$ cat src/rtl/kf8259_seq_pkg.sv
// Shared types and constants for the 8259 interrupt-acknowledge sequencer.
// Used by kf8259_inta_sequencer and kf8259_seq_phase_timer.
package kf8259_seq_pkg;

  typedef enum logic [2:0] {
    ACK_IDLE,
    ACK_INTA1,
    ACK_GAP,
    ACK_INTA2,
    ACK_DONE
  } ack_state_t;

  typedef enum logic [1:0] {
    INIT_START,
    INIT_WRITE,
    INIT_RECOVER,
    INIT_COMPLETE
  } init_state_t;

  typedef enum logic [1:0] {
    IDX_ICW1,
    IDX_ICW2,
    IDX_ICW4,
    IDX_OCW1
  } init_idx_t;

  localparam logic       A0_CMD          = 1'b0;
  localparam logic       A0_DATA         = 1'b1;
  localparam logic [7:0] SPURIOUS_VECTOR = 8'hFF;

  // The longest phase is either an INTA# pulse, the gap, or the 3-clock init write.
  function automatic int timer_width(input int low_cycles, input int gap_cycles);
    int m;
    m = 32'sd3;
    if (low_cycles > m) m = low_cycles;
    if (gap_cycles > m) m = gap_cycles;
    return $clog2(m) + 32'sd1;
  endfunction

endpackage

$ cat src/rtl/kf8259_inta_sequencer_if.sv
// CPU-side handshake and PIC-side bus of the INTA sequencer.
// master = the sequencer, slave = the CPU interrupt unit plus PIC.
interface kf8259_inta_sequencer_if;
  logic        cpu_ack_req;
  logic        cpu_ack_done;
  logic [7:0]  cpu_vector;
  logic        cpu_ack_spurious;
  logic        cpu_intr;
  logic        init_done;
  logic        pic_interrupt;
  logic        pic_inta_n;
  logic [15:0] pic_data_in;
  logic        pic_data_io;
  logic        pic_cs_n;
  logic        pic_wr_n;
  logic        pic_address;
  logic [15:0] pic_data_out;

  modport master (
    input  cpu_ack_req, pic_interrupt, pic_data_in, pic_data_io,
    output cpu_ack_done, cpu_vector, cpu_ack_spurious, cpu_intr, init_done,
           pic_inta_n, pic_cs_n, pic_wr_n, pic_address, pic_data_out
  );

  modport slave (
    output cpu_ack_req, pic_interrupt, pic_data_in, pic_data_io,
    input  cpu_ack_done, cpu_vector, cpu_ack_spurious, cpu_intr, init_done,
           pic_inta_n, pic_cs_n, pic_wr_n, pic_address, pic_data_out
  );
endinterface

$ cat src/rtl/kf8259_seq_phase_timer.sv
// Load/count/expire down-counter timing every phase of the ACK and INIT sequences.
// A phase of N clocks is timed by loading N-1; expired is high on its last clock.
module kf8259_seq_phase_timer #(
  parameter int WIDTH = 3
) (
  input  logic             clock,
  input  logic             reset_n,
  input  logic             load,
  input  logic [WIDTH-1:0] load_value,
  output logic             expired
);

  logic [WIDTH-1:0] count_r;

  // Count down to zero and hold there until the next load.
  always_ff @(posedge clock) begin
    if (!reset_n) begin
      count_r <= {WIDTH{1'b0}};
    end else if (load) begin
      count_r <= load_value;
    end else if (count_r != {WIDTH{1'b0}}) begin
      count_r <= count_r - {{(WIDTH-1){1'b0}}, 1'b1};
    end else begin
      count_r <= count_r;
    end
  end

  assign expired = (count_r == {WIDTH{1'b0}});

endmodule

$ cat src/rtl/kf8259_inta_sequencer.sv
// Drives the two INTA# cycles of an 8259 PIC and returns the vector to the CPU.
// Optional post-reset PIC programming is built when KF8259_SEQ_INIT_EN is defined.
module kf8259_inta_sequencer
  import kf8259_seq_pkg::*;
#(
  parameter int         INTA_LOW_CYCLES = 2,
  parameter int         INTA_GAP_CYCLES = 2,
  parameter logic [7:0] ICW1            = 8'h13,
  parameter logic [7:0] ICW2            = 8'h08,
  parameter logic [7:0] ICW4            = 8'h01,
  parameter logic [7:0] OCW1            = 8'h00
) (
  input logic                      clock,
  input logic                      reset_n,
  kf8259_inta_sequencer_if.master  bus
);

  localparam int            TW       = timer_width(INTA_LOW_CYCLES, INTA_GAP_CYCLES);
  localparam logic [TW-1:0] LOW_LOAD = TW'(INTA_LOW_CYCLES - 32'sd1);
  localparam logic [TW-1:0] GAP_LOAD = TW'(INTA_GAP_CYCLES - 32'sd1);

  ack_state_t    ack_state_r, ack_next_s;
  logic          ack_load_s;
  logic [TW-1:0] ack_value_s;
  logic          capture_s;
  logic          timer_load_s;
  logic [TW-1:0] timer_value_s;
  logic          timer_expired_s;
  logic          init_done_r;
  logic          inta_n_r;
  logic          ack_done_r;
  logic [7:0]    vector_r;
  logic          spurious_r;
  logic          unused_data_s;

  kf8259_seq_phase_timer #(.WIDTH(TW)) u_timer (
    .clock      (clock),
    .reset_n    (reset_n),
    .load       (timer_load_s),
    .load_value (timer_value_s),
    .expired    (timer_expired_s)
  );

  // ACK sequence next-state and timer requests.
  always_comb begin
    ack_next_s  = ack_state_r;
    ack_load_s  = 1'b0;
    ack_value_s = LOW_LOAD;
    capture_s   = 1'b0;
    case (ack_state_r)
      ACK_IDLE: begin
        if (bus.cpu_ack_req && init_done_r) begin
          ack_next_s = ACK_INTA1;
          ack_load_s = 1'b1;
        end else begin
          ack_next_s = ACK_IDLE;
        end
      end
      ACK_INTA1: begin
        if (timer_expired_s) begin
          ack_next_s  = ACK_GAP;
          ack_load_s  = 1'b1;
          ack_value_s = GAP_LOAD;
        end else begin
          ack_next_s = ACK_INTA1;
        end
      end
      ACK_GAP: begin
        if (timer_expired_s) begin
          ack_next_s = ACK_INTA2;
          ack_load_s = 1'b1;
        end else begin
          ack_next_s = ACK_GAP;
        end
      end
      ACK_INTA2: begin
        if (timer_expired_s) begin
          ack_next_s = ACK_DONE;
          capture_s  = 1'b1;
        end else begin
          ack_next_s = ACK_INTA2;
        end
      end
      ACK_DONE: ack_next_s = ACK_IDLE;
      default:  ack_next_s = ACK_IDLE;
    endcase
  end

  // ACK state register; outputs are registered from the next state so they align with it.
  always_ff @(posedge clock) begin
    if (!reset_n) begin
      ack_state_r <= ACK_IDLE;
      inta_n_r    <= 1'b1;
      ack_done_r  <= 1'b0;
      vector_r    <= 8'h00;
      spurious_r  <= 1'b0;
    end else begin
      ack_state_r <= ack_next_s;
      inta_n_r    <= !((ack_next_s == ACK_INTA1) || (ack_next_s == ACK_INTA2));
      ack_done_r  <= (ack_next_s == ACK_DONE);
      if (capture_s) begin
        if (!bus.pic_data_io) begin
          vector_r   <= bus.pic_data_in[7:0];
          spurious_r <= 1'b0;
        end else begin
          vector_r   <= SPURIOUS_VECTOR;
          spurious_r <= 1'b1;
        end
      end else begin
        vector_r   <= vector_r;
        spurious_r <= spurious_r;
      end
    end
  end

`ifdef KF8259_SEQ_INIT_EN
  localparam logic [TW-1:0] WRITE_LOAD   = TW'(32'sd1);
  localparam logic [TW-1:0] RECOVER_LOAD = TW'(32'sd0);

  init_state_t   init_state_r, init_next_s;
  init_idx_t     init_idx_r, init_idx_next_s;
  logic          init_load_s;
  logic [TW-1:0] init_value_s;
  logic          cs_n_r;
  logic          wr_n_r;
  logic          address_r;
  logic [15:0]   data_out_r;

  function automatic logic [7:0] init_word(input init_idx_t idx);
    case (idx)
      IDX_ICW1: return ICW1;
      IDX_ICW2: return ICW2;
      IDX_ICW4: return ICW4;
      IDX_OCW1: return OCW1;
      default:  return OCW1;
    endcase
  endfunction

  // ICW4 is only sent when ICW1 announces it.
  function automatic init_idx_t init_follow(input init_idx_t idx);
    case (idx)
      IDX_ICW1: return IDX_ICW2;
      IDX_ICW2: return ICW1[0] ? IDX_ICW4 : IDX_OCW1;
      IDX_ICW4: return IDX_OCW1;
      IDX_OCW1: return IDX_OCW1;
      default:  return IDX_OCW1;
    endcase
  endfunction

  // INIT sequence: 2-clock write strobe then 1 recovery clock per word.
  always_comb begin
    init_next_s     = init_state_r;
    init_idx_next_s = init_idx_r;
    init_load_s     = 1'b0;
    init_value_s    = WRITE_LOAD;
    case (init_state_r)
      INIT_START: begin
        init_next_s     = INIT_WRITE;
        init_idx_next_s = IDX_ICW1;
        init_load_s     = 1'b1;
      end
      INIT_WRITE: begin
        if (timer_expired_s) begin
          init_next_s  = INIT_RECOVER;
          init_load_s  = 1'b1;
          init_value_s = RECOVER_LOAD;
        end else begin
          init_next_s = INIT_WRITE;
        end
      end
      INIT_RECOVER: begin
        if (timer_expired_s && (init_idx_r == IDX_OCW1)) begin
          init_next_s = INIT_COMPLETE;
        end else if (timer_expired_s) begin
          init_next_s     = INIT_WRITE;
          init_idx_next_s = init_follow(init_idx_r);
          init_load_s     = 1'b1;
        end else begin
          init_next_s = INIT_RECOVER;
        end
      end
      INIT_COMPLETE: init_next_s = INIT_COMPLETE;
      default:       init_next_s = INIT_START;
    endcase
  end

  // INIT state register and registered PIC write bus.
  always_ff @(posedge clock) begin
    if (!reset_n) begin
      init_state_r <= INIT_START;
      init_idx_r   <= IDX_ICW1;
      cs_n_r       <= 1'b1;
      wr_n_r       <= 1'b1;
      address_r    <= 1'b0;
      data_out_r   <= 16'h0000;
      init_done_r  <= 1'b0;
    end else begin
      init_state_r <= init_next_s;
      init_idx_r   <= init_idx_next_s;
      cs_n_r       <= (init_next_s != INIT_WRITE);
      wr_n_r       <= (init_next_s != INIT_WRITE);
      init_done_r  <= (init_next_s == INIT_COMPLETE);
      if ((init_next_s == INIT_WRITE) || (init_next_s == INIT_RECOVER)) begin
        address_r  <= (init_idx_next_s == IDX_ICW1) ? A0_CMD : A0_DATA;
        data_out_r <= {8'h00, init_word(init_idx_next_s)};
      end else begin
        address_r  <= 1'b0;
        data_out_r <= 16'h0000;
      end
    end
  end

  assign timer_load_s     = init_load_s | ack_load_s;
  assign timer_value_s    = init_load_s ? init_value_s : ack_value_s;
  assign bus.pic_cs_n     = cs_n_r;
  assign bus.pic_wr_n     = wr_n_r;
  assign bus.pic_address  = address_r;
  assign bus.pic_data_out = data_out_r;
`else
  logic unused_init_cfg_s;

  // Without PIC programming the block is ready one clock after reset is released.
  always_ff @(posedge clock) begin
    if (!reset_n) begin
      init_done_r <= 1'b0;
    end else begin
      init_done_r <= 1'b1;
    end
  end

  assign timer_load_s      = ack_load_s;
  assign timer_value_s     = ack_value_s;
  assign bus.pic_cs_n      = 1'b1;
  assign bus.pic_wr_n      = 1'b1;
  assign bus.pic_address   = 1'b0;
  assign bus.pic_data_out  = 16'h0000;
  assign unused_init_cfg_s = ^{ICW1, ICW2, ICW4, OCW1, A0_CMD, A0_DATA};
`endif

  assign unused_data_s        = ^bus.pic_data_in[15:8];
  assign bus.cpu_ack_done     = ack_done_r;
  assign bus.cpu_vector       = vector_r;
  assign bus.cpu_ack_spurious = spurious_r;
  assign bus.pic_inta_n       = inta_n_r;
  assign bus.init_done        = init_done_r;
  assign bus.cpu_intr         = bus.pic_interrupt & init_done_r;

endmodule

$ cat src/flat_wrapper.sv
// flat-port wrapper written by rule: the top's interface ports become plain ports
module kf8259_inta_sequencer_flat import kf8259_seq_pkg::*;
#(
  parameter int         INTA_LOW_CYCLES = 2,
  parameter int         INTA_GAP_CYCLES = 2,
  parameter logic [7:0] ICW1            = 8'h13,
  parameter logic [7:0] ICW2            = 8'h08,
  parameter logic [7:0] ICW4            = 8'h01,
  parameter logic [7:0] OCW1            = 8'h00
)
  (clock, reset_n, bus_cpu_ack_req, bus_pic_interrupt, bus_pic_data_in, bus_pic_data_io, bus_cpu_ack_done, bus_cpu_vector, bus_cpu_ack_spurious, bus_cpu_intr, bus_init_done, bus_pic_inta_n, bus_pic_cs_n, bus_pic_wr_n, bus_pic_address, bus_pic_data_out);
  kf8259_inta_sequencer_if bus_i ();
  input logic clock;
  input logic reset_n;
  input wire logic [$bits(bus_i.cpu_ack_req)-1:0] bus_cpu_ack_req;
  input wire logic [$bits(bus_i.pic_interrupt)-1:0] bus_pic_interrupt;
  input wire logic [$bits(bus_i.pic_data_in)-1:0] bus_pic_data_in;
  input wire logic [$bits(bus_i.pic_data_io)-1:0] bus_pic_data_io;
  output wire logic [$bits(bus_i.cpu_ack_done)-1:0] bus_cpu_ack_done;
  output wire logic [$bits(bus_i.cpu_vector)-1:0] bus_cpu_vector;
  output wire logic [$bits(bus_i.cpu_ack_spurious)-1:0] bus_cpu_ack_spurious;
  output wire logic [$bits(bus_i.cpu_intr)-1:0] bus_cpu_intr;
  output wire logic [$bits(bus_i.init_done)-1:0] bus_init_done;
  output wire logic [$bits(bus_i.pic_inta_n)-1:0] bus_pic_inta_n;
  output wire logic [$bits(bus_i.pic_cs_n)-1:0] bus_pic_cs_n;
  output wire logic [$bits(bus_i.pic_wr_n)-1:0] bus_pic_wr_n;
  output wire logic [$bits(bus_i.pic_address)-1:0] bus_pic_address;
  output wire logic [$bits(bus_i.pic_data_out)-1:0] bus_pic_data_out;
  assign bus_i.cpu_ack_req = bus_cpu_ack_req;
  assign bus_i.pic_interrupt = bus_pic_interrupt;
  assign bus_i.pic_data_in = bus_pic_data_in;
  assign bus_i.pic_data_io = bus_pic_data_io;
  assign bus_cpu_ack_done = bus_i.cpu_ack_done;
  assign bus_cpu_vector = bus_i.cpu_vector;
  assign bus_cpu_ack_spurious = bus_i.cpu_ack_spurious;
  assign bus_cpu_intr = bus_i.cpu_intr;
  assign bus_init_done = bus_i.init_done;
  assign bus_pic_inta_n = bus_i.pic_inta_n;
  assign bus_pic_cs_n = bus_i.pic_cs_n;
  assign bus_pic_wr_n = bus_i.pic_wr_n;
  assign bus_pic_address = bus_i.pic_address;
  assign bus_pic_data_out = bus_i.pic_data_out;
  kf8259_inta_sequencer #(.INTA_LOW_CYCLES(INTA_LOW_CYCLES), .INTA_GAP_CYCLES(INTA_GAP_CYCLES), .ICW1(ICW1), .ICW2(ICW2), .ICW4(ICW4), .OCW1(OCW1)) u_core (.clock(clock), .reset_n(reset_n), .bus(bus_i));
endmodule
$ cat config.mk
export PLATFORM = sky130hd
export DESIGN_NAME = kf8259_inta_sequencer_flat
export DESIGN_NICKNAME = d
export VERILOG_FILES = /design/src/rtl/kf8259_seq_pkg.sv /design/src/rtl/kf8259_inta_sequencer_if.sv /design/src/rtl/kf8259_seq_phase_timer.sv /design/src/rtl/kf8259_inta_sequencer.sv /design/src/flat_wrapper.sv
export SDC_FILE = /design/constraint.sdc
export NUM_CORES = 1
export LEC_CHECK = 0
export ABC_AREA = 1
export BUFFER_PORTS_ARGS = -buffer_cell sky130_fd_sc_hd__buf_2
export CAP_MARGIN = 30
export CORE_MARGIN = 4
export CORE_UTILIZATION = 45
export DETAILED_ROUTE_END_ITERATION = 8
export PLACE_DENSITY = 0.91
export SLEW_MARGIN = 20
export SYNTH_ARGS = -nofsm -noshare
export SYNTH_HDL_FRONTEND = slang
export SYNTH_SLANG_ARGS = --single-unit
$ cat constraint.sdc
create_clock -name clock -period 2.07 [get_ports clock]
set_input_delay 0.414 -clock clock [delete_from_list [all_inputs] [get_ports clock]]
set_output_delay 0.414 -clock clock [all_outputs]
set_load 0.02 [all_outputs]
==> flow_summary.ini <==
[run_status]
status = finished clean

[sta]
setup_violations = 0
fmax_mhz = 752.5
fin_worst_skew_ns = 0.003145
min_period_ns = 1.329
finalMaxSlewViolations = 0
fin_crit_sh_pct = 64.20
finalSetupTns_ns = 0
hold_violations = 0
layout_setup_ws_ns = 0.7412
rsz0062_at_grt = no

[placement]
gp_congestion = 0.8637
numPortBuffers = 25
dp_hpwl_um = 1303
pre_cts_slack_ns = 0.7912

[synth]
syn-cell-area_um2 = 904.6
syn_avg_cell_area_um2 = 7.415
synth-seq-area-share_pct = 39.83
synthCells = 122
synthTopCellsByArea = dfxtp_1 (40%), buf_4 (16%), nor2_1 (10%)
yosys.area.top_type = dfxtp_1
yosys_register_bits = 18
synth_cell_type_count = 17
synth_top_area_share_pct = 39.83
yosys_warnings = 0

[floorplanning]
core_area_um2 = 1821
initial_core_util_pct = 49.69
die_h_um = 52.84
ios = 53
rows = 15
die-area_um2 = 2792
die_w_um = 52.84

[critical_path]
worstReg2RegStart = u_core.u_timer.count_r[0]$_SDFFE_PN0P_
rrSetupSlack_ns = 0.80
reg2reg_depth = 7
worstPathCellList = nand2_1 > inv_1 > buf_2
cp.required_ns = 1.66
cp_slowest_cell = dfxtp_1
start_kind = flip-flop
rr_endpoint = u_core.bus.cpu_vector[6]$_SDFFE_PN0P_
crit_fanout = 4
crit_path_end_kind = output pin
critical_path_class = reg2out
cp.arrival_ns = 0.91
max_stage_delay_ns = 0.37

[global_route]
grt_pass1_vias = 659
antenna_found_initial = 0
grt_pass1_wl_um = 2546
grt_max_degree = 14
grtUsageTotal_pct = 12.19
overflow = 0

[finish]
final_nets = 172
area_growth_pct = 12.17
fillCellCount = 169
multi_input_area_um2 = 412.9
final_layout_size_suffix_gt1_share_pct = 25.00
diodes = 0
final-seq-area_um2 = 360.3
layout_common_cells = nor2_1 (25), buf_2 (25), nand2_1 (20), conb_1 (19), dfxtp_1 (18)

[clock_network]
clock_sinks = 18
hold_buffers = 0
insertion_delay_ns = 0.28
max-clock-path-buffers = 2
cts_tree = done
cts_root_buf = clkbuf_4
cts_setup_buffers = 0
cts_buffers = 3
clk_pin_slew_ns = 0.10
cts_max_level = 1
post_cts_resized = 0

[routing]
wl_per_cell_um = 9.000
antenna_left = 0
drt_first_iter_violations = 11
routed_via_density = 4.416
drc = 0
dr.pass1.iters = 4
num_vias = 764
routed_wl_um = 1557

[hold_path]
hp-start = bus_pic_data_in[2]
hold_path_class = in2reg
hold_end = u_core.bus.cpu_vector[2]$_SDFFE_PN0P_
whs_path_depth = 3

[power_and_ir_drop]
vdd_drop_max_v = 0.0006425
p_per_area_nw_per_um2 = 1156
p_leak_nw = 0.5837
power_mw = 1.174

[job]
cap_violations = 0
cells by family after synthesis:
| family | Yosys count | synth area share [%] |
|---|---|---|
| other | 2 | 0.8302 |
| adders and majority gates | 2 | 2.766 |
| and+or+nand+nor | 54 | 27.39 |
| buffers and inverters | 33 | 21.58 |
| DFF | 18 | 39.83 |
| AOI/OAI and AO/OA | 13 | 7.607 |
area by class of cell:
cell class                      instances  share of cell area (%)
Timing Repair Buffer                   25                   12.33
Tap cell                               25                   3.083
Inverter                               13                   4.809
Multi-Input combinational cell         88                   40.69
Sequential cell                        18                   35.51
Clock buffer                            4                   3.576
sequential cells by signal (all words and copies together), names as in the netlist:
signal	cells
u_core.ack_state_r	3
u_core.bus.cpu_ack_done	1
u_core.bus.cpu_ack_spurious	1
u_core.bus.cpu_vector	8
u_core.bus.init_done	1
u_core.bus.pic_inta_n	1
u_core.u_timer.count_r	3
layer usage:
layer | global-route usage [%] | wire [µm]
met3 | 3.134 | 159
met5 | 0 | 0
met2 | 21.28 | 768
met4 | 5.106 | 0
met1 | 13.84 | 628
worst max-delay path by stage:
stage                     depth (start not counted)                               endpoint                              startpoint  slack [ns]
final                                             3                           bus_cpu_intr            u_core.bus.init_done$_DFF_P_        0.74
after global routing                              3                           bus_cpu_intr            u_core.bus.init_done$_DFF_P_        0.65
after CTS                                         3                           bus_cpu_intr            u_core.bus.init_done$_DFF_P_        0.72
after detailed placement                          7  u_core.bus.cpu_vector[6]$_SDFFE_PN0P_  u_core.u_timer.count_r[0]$_SDFFE_PN0P_        0.79
after global placement                            9       u_core.ack_state_r[0]$_SDFF_PN0_  u_core.u_timer.count_r[0]$_SDFFE_PN0P_        0.87
after floorplan                                   7  u_core.bus.cpu_vector[0]$_SDFFE_PN0P_  u_core.u_timer.count_r[0]$_SDFFE_PN0P_        0.94
stage by stage:
stage | hold WS, ns | utilization, % | instances | cell area (µm²)
detailed placement | 0.4678 | 53.75 | 169 | 978.4
floorplan | 0.4417 | - | 139 | 968.4
global route | 0.3410 | 55.74 | 173 | 1015
CTS | 0.3415 | 55.74 | 173 | 1015
global placement | 0.4507 | 53.75 | 169 | 978.4
finish | 0.3475 | 55.74 | 173 | 1015
critical path: cells and delay by family (launching register included):
family | cells | cell delay, ns
and+or+nand+nor | 1 | 0.06
buffers and inverters | 2 | 0.20
DFF | 1 | 0.37
report_power, final:
part           switching [mW]  leakage (nW)  internal, mW
combinational           0.340         0.416         0.164
clock                   0.101        0.0210         0.107
sequential             0.0427         0.147         0.418
total                   0.484         0.584         0.689
cells in the mapped netlist:
cell and n:
nor2_1 25, nand2_1 20, buf_4 19, dfxtp_1 18
inv_1 10, o21ai_0 9, nand3_1 4, a21oi_1 3
inv_2 3, conb_1 2, ha_1 2, nand2_4 2
clkbuf_1 1, nand3_2 1, nand4_1 1, nor2_8 1
o21ai_2 1
Power figures use the tool's default switching activity.
